`config.mk`:
```
export PLATFORM = sky130hd
export DESIGN_NAME = router_wbq
export DESIGN_NICKNAME = d
export VERILOG_FILES = /design/src/rtl/router_wbq.sv
export SDC_FILE = /design/constraint.sdc
export NUM_CORES = 1
export LEC_CHECK = 0
export ABC_AREA = 1
export CAP_MARGIN = 20
export CELL_PAD_IN_SITES_DETAIL_PLACEMENT = 1
export CELL_PAD_IN_SITES_GLOBAL_PLACEMENT = 1
export CORE_UTILIZATION = 32
export CTS_BUF_LIST = sky130_fd_sc_hd__clkbuf_8
export CTS_CLUSTER_DIAMETER = 30
export DETAILED_ROUTE_END_ITERATION = 10
export GPL_ROUTABILITY_DRIVEN = 0
export HOLD_SLACK_MARGIN = 0.06
export PLACE_DENSITY_LB_ADDON = 0.1
export SLEW_MARGIN = 20
export SYNTH_ARGS = -nofsm -noshare
export SYNTH_HDL_FRONTEND = slang
export SYNTH_SLANG_ARGS = --single-unit
```
`constraint.sdc`:
```
create_clock -name CLK -period 2.6 [get_ports CLK]
set_input_delay 0.78 -clock CLK [delete_from_list [all_inputs] [get_ports CLK]]
set_output_delay 0.78 -clock CLK [all_outputs]
set_load 0.005 [all_outputs]
```
`src/rtl/router_wbq.sv`:
```
// Write-back router: source select, DEPTH-entry {data, addr} FIFO drained under READY, registered read addresses.
// Optional same-cycle bypass from empty when ROUTER_WBQ_BYPASS_EN is defined.
module router_wbq #(
   parameter int DW = 24,
   parameter int AW = 5,
   parameter int NSRC = 2,
   parameter int DEPTH = 4,
   localparam int SW = $clog2(NSRC),
   localparam int CW = $clog2(DEPTH + 1)
) (
   input  logic              CLK,
   input  logic              RESET,
   input  logic [NSRC*DW-1:0] src,
   input  logic [SW-1:0]     sel_data,
   input  logic [AW-1:0]     DIR,
   input  logic              WRITE,
   output logic              busy,
   input  logic [AW-1:0]     ctl_a,
   input  logic [AW-1:0]     ctl_b,
   output logic [AW-1:0]     dira,
   output logic [AW-1:0]     dirb,
   input  logic              READY,
   output logic              write,
   output logic [DW-1:0]     data,
   output logic [AW-1:0]     dirw,
   output logic [CW-1:0]     count,
   output logic              overflow
);

   localparam int PW = $clog2(DEPTH);

   typedef enum logic [1:0] {EMPTY, PARTIAL, FULL} occ_t;

   occ_t state, state_next;

   logic [DW-1:0] data_mem [DEPTH];
   logic [AW-1:0] addr_mem [DEPTH];
   logic [PW-1:0] rd_ptr, wr_ptr;
   logic [CW-1:0] count_next;
   logic [DW-1:0] sel_val;
   logic          head_valid;
   logic          push, pop;

   // Selects beyond NSRC fall through to zero but still produce a stored entry.
   always_comb begin
      sel_val = '0;
      for (int k = 0; k < NSRC; k++) begin
         if (sel_data == SW'(k)) begin
            sel_val = src[k*DW +: DW];
         end
      end
   end

   assign busy       = (state == FULL);
   assign head_valid = (state != EMPTY);

   always_comb begin
      write = head_valid;
      pop   = head_valid && READY;
      push  = WRITE && !busy;
      data  = '0;
      dirw  = '0;
      if (head_valid) begin
         data = data_mem[rd_ptr];
         dirw = addr_mem[rd_ptr];
      end
`ifdef ROUTER_WBQ_BYPASS_EN
      // From empty the request is presented straight away; it is queued only if not taken.
      if (!head_valid && WRITE) begin
         write = 1'b1;
         data  = sel_val;
         dirw  = DIR;
         push  = !READY;
      end
`endif
   end

   always_comb begin
      count_next = count;
      state_next = PARTIAL;
      if (push && !pop) begin
         count_next = count + CW'(1);
      end else if (pop && !push) begin
         count_next = count - CW'(1);
      end
      if (count_next == '0) begin
         state_next = EMPTY;
      end else if (count_next == CW'(DEPTH)) begin
         state_next = FULL;
      end
   end

   // Occupancy state, pointers, sticky overflow and the read-address pipeline.
   always_ff @(posedge CLK) begin
      if (RESET) begin
         state    <= EMPTY;
         count    <= '0;
         rd_ptr   <= '0;
         wr_ptr   <= '0;
         overflow <= 1'b0;
         dira     <= '0;
         dirb     <= '0;
      end else begin
         state <= state_next;
         count <= count_next;
         if (push) begin
            wr_ptr <= wr_ptr + PW'(1);
         end
         if (pop) begin
            rd_ptr <= rd_ptr + PW'(1);
         end
         if (WRITE && busy) begin
            overflow <= 1'b1;
         end
         dira <= ctl_a;
         dirb <= ctl_b;
      end
   end

   always_ff @(posedge CLK) begin
      if (!RESET && push) begin
         data_mem[wr_ptr] <= sel_val;
         addr_mem[wr_ptr] <= DIR;
      end
   end

endmodule
```
Word level (Yosys, flattened, before mapping)

Memories as Yosys holds them, arrays and structs flattened. A register that Yosys moved wholly into a read port is not among the register bits.
Index checks and enable logic that the tools add are counted.

Bits in writable memories: 116
Logic and storage cells: 40
Flip-flop bits (word level): 20
Output and inout port bits: 45
Memories kept: 2
Input port bits: 68

Memories:

| memory   | depth | width | read ports | clocked after memory_dff | wr ports | line | text |
|---|---|---|---|---|---|---|---|
| data_mem | 4     | 24    | 1          | 1                        | 1        | 36   | `logic [DW-1:0] data_mem [DEPTH];` |
| addr_mem | 4     | 5     | 1          | 1                        | 1        | 37   | `logic [AW-1:0] addr_mem [DEPTH];` |

Muxes and demuxes: 12
Reduce and logical (&&, ||, !) cells: 13
Equality and inequality tests: 2
Add/subtract/negate cells: 4

Operators by type and width:

| cell                                                                | number |
|---|---|
| 24-bit 2-to-1 mux                                                   | 2 |
| 2-bit 2-to-1 mux                                                    | 5 |
| 1-bit logical AND                                                   | 6 |
| 3-bit 2-to-1 mux                                                    | 2 |
| 5-bit 2-to-1 mux                                                    | 1 |
| 2-bit by 1-bit adder with 2-bit output (second input constant)      | 2 |
| 1-bit zero test                                                     | 4 |
| 3-bit by 1-bit adder with 3-bit output (second input constant)      | 1 |
| 3-bit == test (second input constant)                               | 1 |
| 3-bit zero test                                                     | 1 |
| 3-bit by 1-bit subtractor with 3-bit output (second input constant) | 1 |
| 2-bit == test (second input constant)                               | 1 |
| 1-bit 2-to-1 mux                                                    | 2 |
| 2-bit nonzero test                                                  | 1 |
| 2-bit OR reduction                                                  | 1 |

Logic depth before layout (Yosys ltp)

Gate-level depths: netlist of the first run.

Depth after elaboration: 9
Mapped depth: 11

Least setup slack after synthesis of the first run

OpenSTA, ideal clock, no wires.

Path kind: in2reg
Start: input port WRITE
End: memory addr_mem[0][0], enable pin
Cell stages on the path: 4
Required time: 2.185 ns
Library setup time: 0.415 ns
Arrival: 2.324 ns
Slack: -0.139 ns
Cell sequence: inv_1 a21oi_2 nand2_1 nor2_1

Longest elaborated chain between the ends: 4

RTL lines:

| what                                   | line | text |
|---|---|---|
| start: declaration                     | 16   | `input logic WRITE,` |
| 1-bit logical AND                      | 60   | `push = WRITE && !busy;` |
| 1-bit logical AND                      | 121  | `if (!RESET && push) begin` |
| 1-bit 2-to-1 mux                       | 121  |  |
| 1-bit 2-to-1 mux (implied by the code) | 123  | `addr_mem[wr_ptr] <= DIR;` |
| end: declaration                       | 37   |  |

Every way passes these cells.

==> flow_summary.json, run 1 <==
{
  "outcome": "finished, final reports clean",
  "rsz0062_at_grt": "yes",
  "dieHeight_um": 135,
  "final_util_pct": 45.0,
  "yosys_warnings": 0,
  "drive_above_1_share_pct": 20.2,
  "hold_end": "overflow",
  "die_area_um2": 18300,
  "synth.largest_area_cell": "edfxtp_1",
  "core-area_um2": 17400,
  "synthTopCellsByArea": "edfxtp_1 (61%), nor2_1 (8.8%), dfxtp_1 (7.7%)",
  "htree_levels": 4,
  "grt_pass1_vias": 4290,
  "clk_latency_ps": 430,
  "grt_pass1_wl_um": 22700,
  "grt_antenna_before_repair": 0,
  "cts-buffers-inserted": 17,
  "clockBufferDepth": 2,
  "cp-start-kind": "flop",
  "hp-start": "overflow",
  "finalCritPeriodShare_pct": 96.3,
  "maxSlewViolCount": 0,
  "finalSetupViolCount": 0,
  "reg2reg_from": "state[0]",
  "via_count": 4075,
  "fin_nets": 709,
  "multiInputGateArea_um2": 1580,
  "path_clk_slew_ps": 70,
  "fin_crit_ps": 2500,
  "setup_ws_ps": 95.9,
  "firstDrtPassIters": 4,
  "io_pins": 113,
  "synth-edff-count": 116,
  "critPathKind": "reg -> out",
  "ir_drop_mv": 0.262,
  "drtIter0Drc": 174,
  "synth_nets": 563,
  "final_antenna_net_count": 0,
  "critPathArrivalTime_ps": 1720,
  "track_usage_pct": 17.0,
  "dp_hpwl_um": 9040,
  "hold_violations": 0,
  "fin_tns_setup_ps": 0,
  "initial_core_util_pct": 32.8,
  "syn2layout_area_growth_pct": 37.4,
  "ff2ff_setup_slack_ps": 850,
  "place_worst_setup_slack_ps": 15.9,
  "cts_sinks": 138,
  "wl_per_cell_um": 16.5,
  "antenna_cells": 0,
  "hold_class": "reg -> reg",
  "worstMarginPinSlew_ps": 544,
  "yosysMostFrequentCell": "nor2_1",
  "netlist_area_um2": 5690,
  "cap_violations": 0,
  "die_width_um": 135,
  "synth_top_cell_area_share_pct": 61.2,
  "ff2ff_path_depth": 5,
  "final-seq-area_um2": 3930,
  "yosys_register_bits": 138,
  "max_freq_mhz": 399,
  "std_cell_rows": 48,
  "power_mw": 5.07,
  "fin_skew_ps": 9.09,
  "ys_seq_area_share_pct": 69.0,
  "cp_max_fo": 9,
  "synthCells": 489,
  "synthArstFlopShare_pct": 0,
  "cts.hold.buffers_added": 0,
  "route.detailed.drc": 0,
  "cp-end-kind": "output port",
  "slew_headroom_pct": 63.7,
  "grt_overflow": 0,
  "synth_ff_type": "edfxtp_1",
  "io_buffer_count": 112,
  "p_leak_nw": 3.10,
  "cts_tree": "done",
  "cp.required_ps": 1820,
  "hold_depth": 1,
  "synthDistinctLibCells": 24,
  "wl_um": 14400,
  "power.density_nw_per_um2": 648,
  "grt_start_max_net_pins": 25,
  "cts-root-buf": "clkbuf_8",
  "via_per_inst": 4.67,
  "ys_top_cells_by_count": "nor2_1 (134), edfxtp_1 (116), o21ai_0 (42)",
  "r2r-end": "data_mem[1][16]",
  "nFillCells": 1864,
  "syn_area_per_cell_um2": 11.6
}
## per-layer routing
layer | global-route usage [%] | up-vias | share of wire (%)
li1 | - | 1968 | -
met1 | 20.3 | 1987 | 44
met2 | 29.1 | 106 | 49
met3 | 5.09 | 14 | 5.7
met4 | 5.87 | 0 | 1.2
met5 | 0 | - | 0
## critical path, stage by stage (launching register included)
cell and delay [ps]:
dfxtp_4 430, buf_4 140, buf_8 110, buf_4 130, nor2_1 40, nor2_1 70
o21ai_1 70, a21oi_1 170, buf_2 140
## power breakdown
group	internal [mW]	switching (mW)	total, mW	leakage, nW
Sequential	2.50	0.0542	2.55	1.24
Combinational	0.551	0.559	1.11	1.67
Clock	0.670	0.735	1.41	0.198
Total	3.72	1.35	5.07	3.10
## per-stage QoR
step / cell area, um^2 / cells / hold WS, ps
detailed placement: 7280 / 823 / 463
global route: 7820 / 873 / 501
finish: 7820 / 873 / 481
global placement: 7280 / 823 / 459
CTS: 7800 / 869 / 483
floorplan: 5690 / 489 / 444
## layout make-up
type / count / share of cell area, %
flip-flops and latches: 138 / 50.3
repair buffers: 152 / 20.2
multi-input cells: 295 / 20.2
well taps: 225 / 3.60
clock buffers: 19 / 3.35
inverters: 31 / 1.59
clock inverters: 13 / 0.704
## flip-flops by register name (all words and copies together), names as in the netlist, named ones only
name / cells
overflow: 1
rd_ptr: 2
count: 3
dira: 5
dirb: 5
state: 2
data_mem: 96
addr_mem: 20
wr_ptr: 2
## cell usage in the layout (no fill, tap or decap), types with 4 or more instances in the layout
cell and instances:
a21oi_1 31, a21oi_2 4, buf_12 11, buf_2 15, buf_4 20, buf_6 4
clkbuf_8 19, clkdlybuf4s50_1 83, dfxtp_1 18, dlymetal6s2s_1 12, edfxtp_1 116, ha_1 6
inv_1 38, mux2_2 24, nand2_1 18, nand2_2 5, nand3_1 4, nor2_1 128
nor2_4 7, o21ai_0 26, o21ai_1 34
## cells by family (layout without fill, tap and decap cells)
logic type      after synthesis  after routing  share of synthesized area (%)
fa+ha+maj                     6              6                           1.32
compound gates               97             97                           8.64
buf+inv                      57            215                           4.44
xor+xnor                      2              2                          0.308
flops                       138            138                           69.0
simple gates                165            166                           11.5
mux                          24             24                           4.75
## how the worst max path moves through the flow
stage | endpoint | slack [ps]
after CTS | data[10] | -220
after global placement | data_mem[1][20] | 60
after global routing | data[16] | -70
after floorplan | addr_mem[0][0] | -140
final | data[11] | 100
after detailed placement | addr_mem[1][2] | 20
## what timing repair did
item                       CTS  global route
gates cloned                 3             0
buffers inserted            11             5
setup endpoints to repair   29            27
gates resized for setup     57            61
pin swaps                    8            17
No activity file was read; power rests on OpenSTA's default activity.
==> run 2, diff against run 1 <==
SKIP_LAST_GASP = 1   (was default)
==> flow_summary.json, run 2 (synthesis results as in run 1) <==
{
  "outcome": "complete, but fails checks",
  "violations": "setup timing",
  "wl_per_cell_um": 16.5,
  "cp-end-kind": "output port",
  "drtIter0Drc": 183,
  "finalCritPeriodShare_pct": 104,
  "syn2layout_area_growth_pct": 38.1,
  "htree_levels": 4,
  "route.detailed.drc": 0,
  "fin_nets": 711,
  "track_usage_pct": 17.0,
  "max_freq_mhz": 371,
  "largest-register": "data_mem",
  "via_count": 4095,
  "grt_antenna_before_repair": 0,
  "dieHeight_um": 135,
  "wl_um": 14500,
  "cts.hold.buffers_added": 0,
  "cts_tree": "done",
  "route.met2.wl_um": 7080,
  "reg_top3": "data_mem: 96 flops, addr_mem: 20 flops",
  "grt_start_max_net_pins": 25,
  "p_leak_nw": 3.11,
  "dp_cells": 823,
  "rsz0062_at_grt": "yes",
  "crit_buf_inv": 3,
  "maxSlewViolCount": 0,
  "ir_drop_mv": 0.264,
  "seq_power_share_pct": 50.1,
  "dp_hpwl_um": 9040,
  "cts-buffers-inserted": 17,
  "power_mw": 5.09,
  "place_area_um2": 7280,
  "wl_met3_um": 731,
  "grt_pass1_wl_um": 22700,
  "place_worst_setup_slack_ps": 15.9,
  "cp-start-kind": "flop",
  "io_pins": 113,
  "grt_overflow": 0,
  "clk_latency_ps": 440,
  "final_cell_mix": "nor2_1 (128), edfxtp_1 (116), clkdlybuf4s50_1 (86)",
  "clockBufferDepth": 2,
  "hold_violations": 0,
  "max_stage_delay_ps": 520,
  "core-area_um2": 17400,
  "largest_reg_flops": 96,
  "hold_class": "reg -> reg",
  "cpMaxStageDelayCell": "clkdlybuf4s50_1",
  "crit_chain": "inv_4, buf_4, o21ai_0, a21oi_1, clkdlybuf4s50_1",
  "initial_core_util_pct": 32.8,
  "fin_tns_setup_ps": -255,
  "cp.required_ps": 1820,
  "cts_sinks": 138,
  "finalSetupViolCount": 4,
  "critPathKind": "reg -> out",
  "power.internal_mw": 3.74,
  "fin_crit_ps": 2700,
  "cap_violations": 0,
  "critPathArrivalTime_ps": 1920,
  "worstMarginPinSlew_ps": 546,
  "drive_above_1_share_pct": 19.7,
  "p_switching_mw": 1.35,
  "final_antenna_net_count": 0,
  "antenna_cells": 0,
  "io_buffer_count": 112,
  "finalNonFillerCells": 875,
  "met1_length_um": 6460,
  "power_frac_comb_pct": 22.2,
  "p_sw_share_pct": 26.6,
  "fin_skew_ps": 10.6,
  "setup_ws_ps": -97.9,
  "path_clk_slew_ps": 70,
  "clkPwrFrac_pct": 27.6,
  "final_common_cell": "nor2_1",
  "cts-root-buf": "clkbuf_8",
  "via_per_inst": 4.68,
  "cp_max_fo": 10,
  "firstDrtPassIters": 6,
  "die_area_um2": 18300,
  "critPathTopFamily": "buffers and inverters",
  "die_width_um": 135,
  "grt_pass1_vias": 4288,
  "slew_headroom_pct": 63.5,
  "power.density_nw_per_um2": 648,
  "std_cell_rows": 48,
  "post-route-cell-area_um2": 7850,
  "highest_layer": "met4"
}
-- run 2: worst paths after layout --
check | startpoint | endpoint | slack [ps] | depth (start not counted)
setup / recovery | flop | data[6] | -100 | 5
setup reg to reg | state[0] | data_mem[1][16] | 840 | 5
hold reg to reg | overflow | overflow | 480 | 1
hold / removal | overflow | overflow | 480 | 1
-- run 2: final cells by class --
type | instances | area, um^2
tap | 225 | 282
multi-input combinational | 295 | 1570
clock inverter | 13 | 55.1
fill | 1858 | 9500
inverter | 31 | 124
timing repair buffer | 154 | 1620
sequential | 138 | 3930
clock buffer | 19 | 262
-- run 2: per-layer routing --
| metal | vias to the layer above | global-route usage, % |
|---|---|---|
| met5 | - | 0 |
| li1 | 1970 | - |
| met4 | 0 | 5.87 |
| met1 | 2014 | 20.4 |
| met2 | 95 | 29.0 |
| met3 | 16 | 5.16 |
-- run 2: what timing repair did --
item / 4_1_cts / 5_1_grt
setup endpoints to repair: 29 / 31
pin swaps: 6 / 17
gates resized for setup: 30 / 61
gates cloned: 3 / 0
setup buffers: 11 / 6
-- run 2: through the flow --
| stage | hold WS [ps] | utilization, % |
|---|---|---|
| 2_1_floorplan | 444 | - |
| 3_3_place_gp | 459 | 41.9 |
| 3_5_place_dp | 463 | 41.9 |
| 4_1_cts | 483 | 44.8 |
| 5_1_grt | 501 | 45.2 |
| 6_report | 481 | 45.2 |
-- run 2: power by group through the flow --
stage          clock network (mW)  registers, mW  logic, mW
2_1_floorplan                   0           2.57      0.492
3_3_place_gp                    0           2.59       1.01
3_5_place_dp                    0           2.59       1.03
4_1_cts                      1.46           2.55       1.14
5_1_grt                      1.55           2.56       1.25
6_report                     1.41           2.55       1.13
